--- src/rtl/cpu_math_responder.sv ---
// CPU-bus responder for the hardware multiply/divide register block.
// One unsigned multiply or restoring-divide step is taken per ce strobe.
module cpu_math_responder #(
    parameter logic [15:0] BASE_ADDR = 16'h4200,
    parameter logic [7:0]  INIT_OPND = 8'hFF
) (
    input  logic        clk,
    input  logic        reset_n,
    input  logic        ce,
    input  logic [23:0] mem_addr,
    input  logic        mem_read,
    input  logic        mem_write,
    input  logic [7:0]  mem_wdata,
    output logic [7:0]  rdata,
    output logic        rdata_hit,
    output logic        busy
);

    localparam logic [15:0] A_WRMPYA = BASE_ADDR + 16'h0002;
    localparam logic [15:0] A_WRMPYB = BASE_ADDR + 16'h0003;
    localparam logic [15:0] A_WRDIVL = BASE_ADDR + 16'h0004;
    localparam logic [15:0] A_WRDIVH = BASE_ADDR + 16'h0005;
    localparam logic [15:0] A_WRDIVB = BASE_ADDR + 16'h0006;
    localparam logic [15:0] A_RDDIVL = BASE_ADDR + 16'h0014;
    localparam logic [15:0] A_RDDIVH = BASE_ADDR + 16'h0015;
    localparam logic [15:0] A_RDMPYL = BASE_ADDR + 16'h0016;
    localparam logic [15:0] A_RDMPYH = BASE_ADDR + 16'h0017;

    typedef enum logic [1:0] {
        ST_IDLE = 2'd0,
        ST_MUL  = 2'd1,
        ST_DIV  = 2'd2
    } state_t;

    state_t      state_q, state_d;
    logic [7:0]  wrmpya_q, wrmpya_d;
    logic [7:0]  wrdivl_q, wrdivl_d;
    logic [7:0]  wrdivh_q, wrdivh_d;
    logic [15:0] rddiv_q, rddiv_d;
    logic [15:0] rdmpy_q, rdmpy_d;
    logic [15:0] mcand_q, mcand_d;
    logic [7:0]  mplier_q, mplier_d;
    logic [15:0] dvd_q, dvd_d;
    logic [7:0]  dvs_q, dvs_d;
    logic [15:0] rem_q, rem_d;
    logic [4:0]  cnt_q, cnt_d;

    logic        bank_ok_s;
    logic        wr_en_s;
    logic [16:0] rem_sh_s;
    logic        q_bit_s;
    logic [7:0]  rdata_s;
    logic        rdata_hit_s;

    assign bank_ok_s = (mem_addr[23:22] == 2'b00) || (mem_addr[23:22] == 2'b10);
    assign wr_en_s   = ce & mem_write & bank_ok_s;

    // Next-state: operand writes, op starts (which pre-empt any step) and one math step per ce.
    always_comb begin
        state_d  = state_q;
        wrmpya_d = wrmpya_q;
        wrdivl_d = wrdivl_q;
        wrdivh_d = wrdivh_q;
        rddiv_d  = rddiv_q;
        rdmpy_d  = rdmpy_q;
        mcand_d  = mcand_q;
        mplier_d = mplier_q;
        dvd_d    = dvd_q;
        dvs_d    = dvs_q;
        rem_d    = rem_q;
        cnt_d    = cnt_q;
        rem_sh_s = {rem_q, dvd_q[15]};
        q_bit_s  = 1'b0;

        // WRMPYB/WRDIVB are consumed only at start, so they land directly in mplier/dvs.
        if (wr_en_s && (mem_addr[15:0] == A_WRMPYB)) begin
            mcand_d  = {8'h00, wrmpya_q};
            mplier_d = mem_wdata;
            rdmpy_d  = 16'h0000;
            rddiv_d  = {8'h00, mem_wdata};
            cnt_d    = 5'd8;
            state_d  = ST_MUL;
        end else if (wr_en_s && (mem_addr[15:0] == A_WRDIVB)) begin
            dvd_d   = {wrdivh_q, wrdivl_q};
            dvs_d   = mem_wdata;
            rem_d   = 16'h0000;
            cnt_d   = 5'd16;
            state_d = ST_DIV;
        end else if (ce && (state_q != ST_IDLE)) begin
            cnt_d = cnt_q - 5'd1;
            if (cnt_q == 5'd1) begin
                state_d = ST_IDLE;
            end else begin
                state_d = state_q;
            end
            case (state_q)
                ST_MUL: begin
                    if (mplier_q[0]) begin
                        rdmpy_d = rdmpy_q + mcand_q;
                    end else begin
                        rdmpy_d = rdmpy_q;
                    end
                    mcand_d  = {mcand_q[14:0], 1'b0};
                    mplier_d = {1'b0, mplier_q[7:1]};
                end
                ST_DIV: begin
                    if (rem_sh_s >= {9'h000, dvs_q}) begin
                        rem_d   = rem_sh_s[15:0] - {8'h00, dvs_q};
                        q_bit_s = 1'b1;
                    end else begin
                        rem_d   = rem_sh_s[15:0];
                        q_bit_s = 1'b0;
                    end
                    dvd_d   = {dvd_q[14:0], 1'b0};
                    rddiv_d = {rddiv_q[14:0], q_bit_s};
                    rdmpy_d = rem_d;
                end
                default: begin
                    state_d = ST_IDLE;
                    cnt_d   = 5'd0;
                end
            endcase
        end else begin
            state_d = state_q;
        end

        if (wr_en_s) begin
            case (mem_addr[15:0])
                A_WRMPYA: wrmpya_d = mem_wdata;
                A_WRDIVL: wrdivl_d = mem_wdata;
                A_WRDIVH: wrdivh_d = mem_wdata;
                default:  wrmpya_d = wrmpya_q;
            endcase
        end else begin
            wrmpya_d = wrmpya_q;
        end
    end

    // State register with asynchronous active-low reset.
    always_ff @(posedge clk or negedge reset_n) begin
        if (!reset_n) begin
            state_q  <= ST_IDLE;
            wrmpya_q <= INIT_OPND;
            wrdivl_q <= INIT_OPND;
            wrdivh_q <= INIT_OPND;
            rddiv_q  <= 16'h0000;
            rdmpy_q  <= 16'h0000;
            mcand_q  <= 16'h0000;
            mplier_q <= 8'h00;
            dvd_q    <= 16'h0000;
            dvs_q    <= INIT_OPND;
            rem_q    <= 16'h0000;
            cnt_q    <= 5'd0;
        end else begin
            state_q  <= state_d;
            wrmpya_q <= wrmpya_d;
            wrdivl_q <= wrdivl_d;
            wrdivh_q <= wrdivh_d;
            rddiv_q  <= rddiv_d;
            rdmpy_q  <= rdmpy_d;
            mcand_q  <= mcand_d;
            mplier_q <= mplier_d;
            dvd_q    <= dvd_d;
            dvs_q    <= dvs_d;
            rem_q    <= rem_d;
            cnt_q    <= cnt_d;
        end
    end

    // Read-back mux for the result registers; anything else reads as open bus.
    always_comb begin
        rdata_s     = 8'h00;
        rdata_hit_s = 1'b0;
        if (mem_read && bank_ok_s) begin
            rdata_hit_s = 1'b1;
            case (mem_addr[15:0])
                A_RDDIVL: rdata_s = rddiv_q[7:0];
                A_RDDIVH: rdata_s = rddiv_q[15:8];
                A_RDMPYL: rdata_s = rdmpy_q[7:0];
                A_RDMPYH: rdata_s = rdmpy_q[15:8];
                default:  rdata_hit_s = 1'b0;
            endcase
        end else begin
            rdata_hit_s = 1'b0;
        end
    end

    assign rdata     = rdata_s;
    assign rdata_hit = rdata_hit_s;
    assign busy      = (state_q != ST_IDLE);

endmodule
--- config.mk ---
export PLATFORM = sky130hd
export DESIGN_NAME = cpu_math_responder
export DESIGN_NICKNAME = d
export VERILOG_FILES = /design/src/rtl/cpu_math_responder.sv
export SDC_FILE = /design/constraint.sdc
export NUM_CORES = 1
export LEC_CHECK = 0
export ABC_CLOCK_PERIOD_IN_PS = 4400
export BUFFER_PORTS_ARGS = -buffer_cell sky130_fd_sc_hd__buf_2
export CAP_MARGIN = 10
export CORE_MARGIN = 8
export CORE_UTILIZATION = 60
export CTS_CLUSTER_SIZE = 8
export DETAILED_ROUTE_END_ITERATION = 10
export PLACE_DENSITY = 0.8
export SLEW_MARGIN = 10
export SYNTH_ARGS = -nofsm -noshare
export SYNTH_HDL_FRONTEND = slang
export SYNTH_SLANG_ARGS = --single-unit
--- constraint.sdc ---
create_clock -name clk -period 4.4 [get_ports clk]
set_input_delay 0.88 -clock clk [delete_from_list [all_inputs] [get_ports clk]]
set_output_delay 0.88 -clock clk [all_outputs]
set_load 0.005 [all_outputs]
==> flow_summary_export.csv, run 1 <==
group,metric,value,unit
status,outcome,"complete, no violations",
clock_network,clockBufferDepth,2,
synthesis,synth_top_area_frac,0.3337,
setup_path,critPathCaptureType,"output port",
layout,diodes,0,
synthesis,synth_nets,767,
floorplanning,rows,39,
setup_path,slowest_delay,0.36,ns
layout,layout_commonest_cell,"nand2_1",
detailed_routing,vias,5592,
grt,grt_max_degree,72,
setup_path,endpoint,"rdata[0]",
clock_network,clk_latency,0.42,ns
detailed_routing,dr.pass1.iters,5,
timing,finalSetupViolCount,0,
detailed_routing,routedWlPerCell,19.76,um
setup_path,cp_max_fo,9,
layout,nets,806,
grt,gr-total-overflow,0,
timing,worst_pin_slew,0.8897,ns
clock_network,cts_num_sinks,127,
setup_path,cpMaxStageDelayCell,"nand3_1",
timing,relSlewSlack,0.4069,
floorplanning,pin_count,47,
layout,area_growth,13.98,%
min_path,min_from,"mplier_q[6]",
grt,track_usage,0.2299,
min_path,hold_class,"reg -> reg",
floorplanning,start_util,0.6185,
timing,finalSetupTns,0,ns
power,vdd_drop_max,0.0003222,V
setup_path,path_common_cell,"buf_2",
placement,io_buffers,39,
timing,min_period,3.276,ns
detailed_routing,drtIter0Drc,577,
detailed_routing,vias_per_cell,6.248,
setup_path,path_cells,"buf_2 > nor4b_2 > nand2_1 > nor2_1 > nand3_1 > nor2b_1 > buf_2",
timing,skew,0.006676,ns
synthesis,syn_area,7123,um2
grt,grt_pass1_wl,28460,um
floorplanning,die_width,125.0,um
detailed_routing,drc,0,
detailed_routing,wl,17680,um
floorplanning,dieArea,15610,um2
synthesis,syn_inst,700,
timing,timing.final.crit_share,0.7445,
placement,gp_routability_congestion,0.9294,
timing,slew_viol_final,0,
power,p_per_area,445.3,nW/um2
layout,final_cell_mix,"106 x nand2_1, 95 x dfrtp_1, 82 x o21ai_0",
synthesis,synth-edff-count,0,
synthesis,ys_async_sr_fraction,1.000,
setup_path,r2r_slack,1.48,ns
placement,dp_hpwl,12250,um
detailed_routing,antenna_left,0,
synthesis,ys_seq_elements,127,
synthesis,synthFlopType,"dfrtp_1",
setup_path,worstSetupPathType,"in -> out",
timing,max_freq,305.3,MHz
setup_path,r2r_cells,9,
layout,finish.utilization,0.7050,
clock_network,post_cts_buffers,0,
layout,drive_gt1_frac,0.2101,
clock_network,cts_hold_buf,0,
clock_network,htree_levels,4,
floorplanning,core-area,11520,um2
clock_network,tritoncts,"done",
floorplanning,dieHeight,125.0,um
timing,rsz0062_at_grt,"no",
timing,finalHoldViolCount,0,
clock_network,cts_resized,0,
grt,antenna_found_initial,0,
synthesis,synthDistinctLibCells,60,
clock_network,clk_pin_slew_worst_paths,0.06,ns
run,max_cap_viol_count,0,
clock_network,numCtsBuffers,17,
synthesis,synth_top_cell_by_area,"dfrtp_1",
synthesis,yosysWarnings,0,
setup_path,cp-startpoint,"mem_addr[13]",
setup_path,cp.arrival,2.40,ns
clock_network,clockRootBuffer,"clkbuf_16",
setup_path,crit_path_start_kind,"input pin",
setup_path,r2r-end,"rdmpy_q[2]",
synthesis,ys_seq_area_frac,0.4518,
setup_path,worstPathRequired,3.52,ns
power,leakagePower,3.667,nW
grt,first_global_vias,5449,
layout,fillCellCount,813,
setup_path,r2r_start,"dvs_q[4]",
synthesis,synth.area.top_cells,"dfrtp_1 33%, dfstp_2 12%, mux2i_1 6.9%, o21ai_0 5.8%, nand2_1 5.6%",
synthesis,syn_area_per_cell,10.18,um2
power breakdown:
group	leakage [nW]	total [W]	internal, W	switching [W]
registers	1.64	0.00136	0.00126	0.000107
clock network	0.314	0.00156	0.00102	0.000541
logic	1.71	0.000690	0.000271	0.000420
flip-flops by register name (all words and copies together) (netlist names):
signal,cells
rem_q,16
wrdivl_q,8
mcand_q,16
dvd_q,16
rddiv_q,16
wrmpya_q,8
state_q,2
mplier_q,8
wrdivh_q,8
dvs_q,8
cnt_q,5
rdmpy_q,16
routing by layer:
layer / vias to the layer above / wire length, um / track usage
met2: 211 / 8448 / 0.3670
met3: 35 / 1248 / 0.07225
met4: 0 / 417 / 0.07808
met5: - / 0 / 0
met1: 2741 / 7568 / 0.2910
li1: 2605 / - / -
stage by stage:
step	total power [W]	setup slack [ns]	hold WS, ns	cells	area [um2]
finish	0.003615	1.124	0.4799	895	8119
global route	0.003752	0.9872	0.5062	895	8119
CTS	0.003615	1.128	0.4820	895	8119
detailed placement	0.002038	1.141	0.4695	863	7466
global placement	0.002011	1.207	0.4607	863	7466
floorplan	0.001828	1.546	0.4444	700	7123
how the worst min path moves through the flow:
stage / endpoint / slack [ns] / depth (start not counted)
floorplan: mplier_q[0] / 0.44 / 2
global placement: dvd_q[10] / 0.46 / 2
detailed placement: dvd_q[10] / 0.47 / 2
CTS: dvd_q[3] / 0.48 / 2
global route: mplier_q[3] / 0.51 / 2
finish: mplier_q[6] / 0.48 / 2
worst max-delay path, delay by kind of cell:
family                 cells  cell delay (ns)
AND/OR/NAND/NOR            5             1.27
buffers and inverters      2             0.23
cell usage after synthesis (6+ instances only):
master	count
nand2_1	106
dfrtp_1	95
o21ai_0	82
mux2i_1	49
dfstp_2	32
nor2_1	31
ha_1	28
a21oi_1	27
mux2_2	27
a22o_1	20
inv_1	20
buf_2	14
clkbuf_1	13
nand3_1	13
nor2b_1	13
xnor2_1	13
xor2_1	13
a21o_1	9
mux4_2	8
nor3_1	6
final cells by class:
| cell class | instances | area [um2] | area share |
|---|---|---|---|
| Clock buffer | 19 | 442.9 | 0.05455 |
| Clock inverter | 13 | 210.2 | 0.02589 |
| Inverter | 20 | 75.07 | 0.009246 |
| Multi-Input combinational cell | 524 | 3709 | 0.4568 |
| Sequential cell | 127 | 3218 | 0.3964 |
| Tap cell | 143 | 178.9 | 0.02204 |
| Timing Repair Buffer | 49 | 285.3 | 0.03514 |
cell families after synthesis:
group | count (synthesis) | synth area share
AO/OA/AOI/OAI | 181 | 0.1609
XOR/XNOR | 26 | 0.03197
adder cells (fa/ha/maj) | 30 | 0.05480
buffers and inverters | 49 | 0.02846
flip-flops | 127 | 0.4518
multiplexers | 84 | 0.1368
AND/OR/NAND/NOR | 203 | 0.1353
Power figures use the tool's default switching activity.
==> run 2: changes to the inputs <==
--- a/config.mk
+++ b/config.mk
@@ -5,14 +5,14 @@
 export SDC_FILE = /design/constraint.sdc
 export NUM_CORES = 1
 export LEC_CHECK = 0
-export ABC_CLOCK_PERIOD_IN_PS = 4400
+export ABC_CLOCK_PERIOD_IN_PS = 2800
 export BUFFER_PORTS_ARGS = -buffer_cell sky130_fd_sc_hd__buf_2
 export CAP_MARGIN = 10
 export CORE_MARGIN = 8
-export CORE_UTILIZATION = 60
+export CORE_UTILIZATION = 55
 export CTS_CLUSTER_SIZE = 8
 export DETAILED_ROUTE_END_ITERATION = 10
-export PLACE_DENSITY = 0.8
+export PLACE_DENSITY = 0.77
 export SLEW_MARGIN = 10
 export SYNTH_ARGS = -nofsm -noshare
 export SYNTH_HDL_FRONTEND = slang
==> constraint.sdc (replaced) <==
create_clock -name clk -period 2.8 [get_ports clk]
set_input_delay 0.56 -clock clk [delete_from_list [all_inputs] [get_ports clk]]
set_output_delay 0.56 -clock clk [all_outputs]
set_load 0.005 [all_outputs]
==> flow_summary_export.csv, run 2 (same netlist as run 1, synthesis figures left out) <==
group,metric,value,unit
floorplanning,die_width,129.8,um
detailed_routing,wl_met2,8566,um
setup_path,r2r-end,"rdmpy_q[12]",
setup_path,endpoint,"rdmpy_q[12]",
timing,relSlewSlack,0.6118,
layout,final_cell_mix,"105 x nand2_1, 95 x dfrtp_1, 82 x o21ai_0",
placement,dp_hpwl,12270,um
setup_path,crit_path_start_kind,"flip-flop",
grt,track_usage,0.2243,
power,leakagePower,3.740,nW
power,internal_power,0.003876,W
detailed_routing,vias,5543,
clock_network,numCtsBuffers,17,
timing,setup_ws,0.09104,ns
detailed_routing,routedWlPerCell,18.65,um
detailed_routing,vias_per_cell,5.897,
setup_path,slowest_delay,0.39,ns
setup_path,critPathCaptureType,"flip-flop",
power,clkPwrFrac,0.408,
clock_network,post_cts_buffers,0,
grt,gr-total-overflow,0,
setup_path,path_common_cell,"a221o_1",
min_path,hold_class,"in -> async",
clock_network,tritoncts,"done",
floorplanning,core-area,12620,um2
layout,area_growth,16.60,%
setup_path,cp_max_fo,3,
setup_path,worstSetupPathType,"reg -> reg",
detailed_routing,dr.pass1.iters,5,
timing,finalSetupViolCount,0,
setup_path,r2r_slack,0.09,ns
floorplanning,dieArea,16850,um2
placement,io_buffers,39,
setup_path,path_cells,"ha_1 > fa_2 > a21o_1 > a221oi_4 > o21ai_2 > a221o_1 > a21oi_1 > xnor2_1 > a221o_1",
run,max_cap_viol_count,0,
detailed_routing,maxUsedRoutingLayer,"met4",
clock_network,cts_hold_buf,0,
clock_network,cts_resized,0,
setup_path,worstPathRequired,3.11,ns
clock_network,clk_pin_slew_worst_paths,0.06,ns
power,vdd_drop_max,0.0005797,V
grt,grt_max_degree,55,
setup_path,cpMaxStageDelayCell,"dfrtp_1",
timing,finalHoldViolCount,0,
clock_network,clk_latency,0.42,ns
layout,diodes,0,
timing,rsz0062_at_grt,"no",
timing,max_freq,369.1,MHz
floorplanning,start_util,0.5644,
clock_network,clockBufferDepth,2,
floorplanning,rows,41,
detailed_routing,wl_met1,7455,um
power,p_per_area,674.4,nW/um2
clock_network,clockRootBuffer,"clkbuf_16",
power,p_seq_frac,0.380,
detailed_routing,drc,0,
layout,layout_commonest_cell,"nand2_1",
power,power,0.005601,W
grt,antenna_found_initial,0,
placement,post-place-ws,0.08592,ns
clock_network,cts_num_sinks,127,
timing,skew,0.005263,ns
timing,finalSetupTns,0,ns
timing,min_period,2.709,ns
setup_path,cp.arrival,3.02,ns
floorplanning,pin_count,47,
setup_path,r2r_cells,9,
detailed_routing,wl,17530,um
timing,worst_pin_slew,0.5802,ns
timing,fin_hold_ws,0.05287,ns
detailed_routing,met3WireLength,897,um
floorplanning,dieHeight,129.8,um
grt,first_global_vias,5665,
power,p_sw,0.001725,W
timing,slew_viol_final,0,
power,combPwrFrac,0.212,
placement,gp_routability_congestion,0.9042,
status,outcome,"complete, no violations",
setup_path,cp-startpoint,"rdmpy_q[0]",
detailed_routing,drtIter0Drc,472,
clock_network,htree_levels,4,
setup_path,r2r_start,"rdmpy_q[0]",
power,switching_share,0.3079,
grt,grt_pass1_wl,28920,um
detailed_routing,antenna_left,0,
timing,timing.final.crit_share,0.9675,
layout,nets,822,
layout,drive_gt1_frac,0.2357,
layout,finish.utilization,0.6581,
==> run 2: cell types whose count changed in the layout (fill, tap and decap cells not counted), sizes merged <==
| cell | delta |
|---|---|
| inv | +4 |
| clkinv | -1 |
| bufinv | -2 |
| clkbuf | -1 |
| buf | +16 |
==> run 2: power by group through the flow <==
stage | clock (W) | sequential [W] | combinational, W
6_report | 0.00228 | 0.00213 | 0.00119
5_1_grt | 0.00240 | 0.00215 | 0.00129
4_1_cts | 0.00231 | 0.00212 | 0.00117
3_5_place_dp | 0 | 0.00215 | 0.00116
3_3_place_gp | 0 | 0.00214 | 0.00113
2_1_floorplan | 0 | 0.00210 | 0.000772
==> run 2: worst max-delay path: cells and delay by family (launching register included) <==
| kind | cells | cell delay (ns) |
|---|---|---|
| XOR/XNOR | 1 | 0.10 |
| AO/OA/AOI/OAI | 6 | 1.46 |
| flip-flops | 1 | 0.39 |
| adder cells (fa/ha/maj) | 2 | 0.63 |
==> run 2: area by class of cell <==
class	count	area, um2
Fill cell	1011	4314
Clock buffer	18	429.2
Sequential cell	127	3218
Timing Repair Buffer	65	442.9
Multi-Input combinational cell	524	3746
Clock inverter	14	178.9
Tap cell	172	215.2
Inverter	20	75.07
==> run 2: worst min path at each step <==
| stage | from | end | slack (ns) | cells past startpoint |
|---|---|---|---|---|
| finish | reset_n | mcand_q[12] | 0.05 | 1 |
| global route | reset_n | mcand_q[12] | 0.07 | 1 |
| CTS | reset_n | mcand_q[9] | 0.05 | 1 |
| detailed placement | dvd_q[9] | dvd_q[9] | 0.47 | 2 |
| global placement | mplier_q[1] | mplier_q[1] | 0.46 | 2 |
| floorplan | reset_n | cnt_q[0] | 0.26 | 0 |
==> run 2: per-layer routing <==
metal / vias to the layer above / track usage
met2: 188 / 0.3709
met5: - / 0
li1: 2631 / -
met1: 2684 / 0.2734
met3: 40 / 0.05182
met4: 0 / 0.1059
==> run 2: per-stage QoR <==
| step | cell area (um2) | instances |
|---|---|---|
| floorplan | 7123 | 700 |
| global placement | 7660 | 908 |
| detailed placement | 7660 | 908 |
| CTS | 8268 | 940 |
| global route | 8305 | 940 |
| finish | 8305 | 940 |
==> run 3: changes to the inputs <==
--- a/config.mk
+++ b/config.mk
@@ -8,6 +8,7 @@
 export ABC_CLOCK_PERIOD_IN_PS = 2800
 export BUFFER_PORTS_ARGS = -buffer_cell sky130_fd_sc_hd__buf_2
 export CAP_MARGIN = 10
+export CORE_ASPECT_RATIO = 0.75
 export CORE_MARGIN = 8
 export CORE_UTILIZATION = 55
 export CTS_CLUSTER_SIZE = 8
==> flow_summary_export.csv, run 3 (same netlist as run 1, synthesis figures left out) <==
group,metric,value,unit
setup_path,critical_path_buf_inv_count,0,
detailed_routing,wl,18130,um
timing,timing.final.crit_share,0.9670,
floorplanning,die_width,147.4,um
detailed_routing,met3WireLength,1147,um
clock_network,cts_hold_buf,0,
setup_path,slowest_delay,0.42,ns
detailed_routing,routedWlPerCell,19.35,um
run,max_cap_viol_count,0,
timing,skew,0.01075,ns
grt,grt_pass1_wl,30220,um
clock_network,clockBufferDepth,2,
layout,fillCellCount,999,
clock_network,clockRootBuffer,"clkbuf_16",
setup_path,cp.arrival,3.01,ns
clock_network,cts_num_sinks,127,
layout,drive_gt1_frac,0.2285,
clock_network,tritoncts,"done",
min_path,hold_class,"in -> async",
detailed_routing,drc,0,
power,p_per_area,646.1,nW/um2
placement,gp_routability_congestion,0.9550,
placement,dp_hpwl,13020,um
floorplanning,start_util,0.5549,
timing,finalSetupViolCount,0,
layout,diodes,0,
timing,max_freq,369.3,MHz
status,outcome,"complete, no violations",
placement,place_inst,904,
detailed_routing,drtIter0Drc,571,
layout,multi_input_area,3730,um2
detailed_routing,wl_met1,8171,um
clock_network,numCtsBuffers,17,
placement,io_buffers,39,
grt,gr-total-overflow,0,
grt,grt_max_degree,52,
clock_network,clk_latency,0.43,ns
detailed_routing,antenna_left,0,
timing,fin_hold_ws,0.05246,ns
grt,first_global_vias,5878,
floorplanning,core-area,12840,um2
setup_path,cpMaxStageDelayCell,"dfrtp_1",
layout,regArea,3218,um2
layout,nets,820,
timing,finalSetupTns,0,ns
timing,worst_pin_slew,0.7931,ns
setup_path,critPathCaptureType,"flip-flop",
setup_path,cp_max_fo,3,
setup_path,path_common_cell,"a221o_1",
setup_path,path_delay_family,"compound AO/OA/AOI/OAI gates",
setup_path,worstPathRequired,3.10,ns
layout,area_growth,14.79,%
layout,layout_commonest_cell,"nand2_1",
timing,relSlewSlack,0.4672,
detailed_routing,vias_per_cell,6.131,
clock_network,clk_pin_slew_worst_paths,0.06,ns
floorplanning,dieArea,16890,um2
floorplanning,pin_count,47,
clock_network,htree_levels,4,
detailed_routing,maxUsedRoutingLayer,"met4",
timing,finalHoldViolCount,0,
power,leakagePower,3.685,nW
detailed_routing,dr.pass1.iters,7,
floorplanning,rows,36,
power,power,0.005283,W
grt,antenna_found_initial,0,
detailed_routing,vias,5745,
setup_path,r2r_start,"mcand_q[0]",
setup_path,worstSetupPathType,"reg -> reg",
setup_path,path_cells,"ha_1 > fa_2 > a21o_1 > a221oi_4 > o21ai_2 > a221o_1 > a21oi_2 > xnor2_1 > a221o_1",
power,vdd_drop_max,0.0004756,V
grt,track_usage,0.2257,
floorplanning,dieHeight,114.6,um
timing,rsz0062_at_grt,"no",
detailed_routing,wl_met2,8465,um
setup_path,cp-startpoint,"mcand_q[0]",
layout,final_cell_mix,"106 x nand2_1, 95 x dfrtp_1, 82 x o21ai_0",
setup_path,crit_path_start_kind,"flip-flop",
layout,finalNonFillerCells,937,
timing,slew_viol_final,0,
timing,min_period,2.708,ns
==> run 3: cell types whose count changed in the layout (fill, tap and decap cells not counted), sizes merged <==
cell / previous run / this run
bufinv: 3 / 0
inv: 25 / 26
buf: 65 / 63
clkinvlp: 2 / 3
clkinv: 4 / 5
==> run 3: area by class of cell <==
type	count	share of cell area
multi-input combinational	524	0.4562
sequential	127	0.3936
clock buffer	18	0.05249
timing repair buffer	63	0.04927
tap	171	0.02617
clock inverter	14	0.01316
inverter	20	0.009181
==> run 3: worst register-to-register path, cell delays in order (launching register included) <==
cell      delay [ns]
dfrtp_1         0.42
ha_1            0.25
fa_2            0.38
a21o_1          0.23
a221oi_4        0.32
o21ai_2         0.10
a221o_1         0.35
a21oi_2         0.15
xnor2_1         0.07
a221o_1         0.31
==> run 3: metal layers <==
layer  up-vias  GRT usage
met1      2858     0.2893
met3        45    0.06477
met4         0    0.07859
li1       2634          -
met5         -          0
met2       208     0.3604
==> run 3: what timing repair did <==
action / 4_1_cts / 5_1_grt
endpoints found under the hold margin: 0 / 0
resized for setup: 0 / 4
setup buffers: 0 / 1
setup endpoints to repair: 0 / 1
==> run 3: where the power goes <==
| part | switching [W] | internal (W) |
|---|---|---|
| Combinational | 0.000661 | 0.000463 |
| Clock | 0.000873 | 0.00114 |
| Sequential | 0.000171 | 0.00197 |
==> run 3: worst paths after layout <==
kind / end / slack (ns) / depth (start not counted)
worst max-delay path: rdmpy_q[12] / 0.09 / 9
worst min-delay path: rdmpy_q[12] / 0.05 / 1
worst max register to register: rdmpy_q[12] / 0.09 / 9
worst min register to register: dvd_q[4] / 0.48 / 2
max in group asynchronous: wrdivl_q[3] / 1.96 / 2
min in group clk: dvs_q[1] / 0.46 / 3
==> run 3: through the flow <==
stage	instance area [um2]	setup slack, ns	utilization
2_1_floorplan	7123	0.3027	-
5_1_grt	8177	0.003774	0.6369
3_3_place_gp	7611	0.09427	0.5929
6_report	8177	0.09249	0.6369
4_1_cts	8148	0.01273	0.6347
3_5_place_dp	7611	0.05064	0.5929
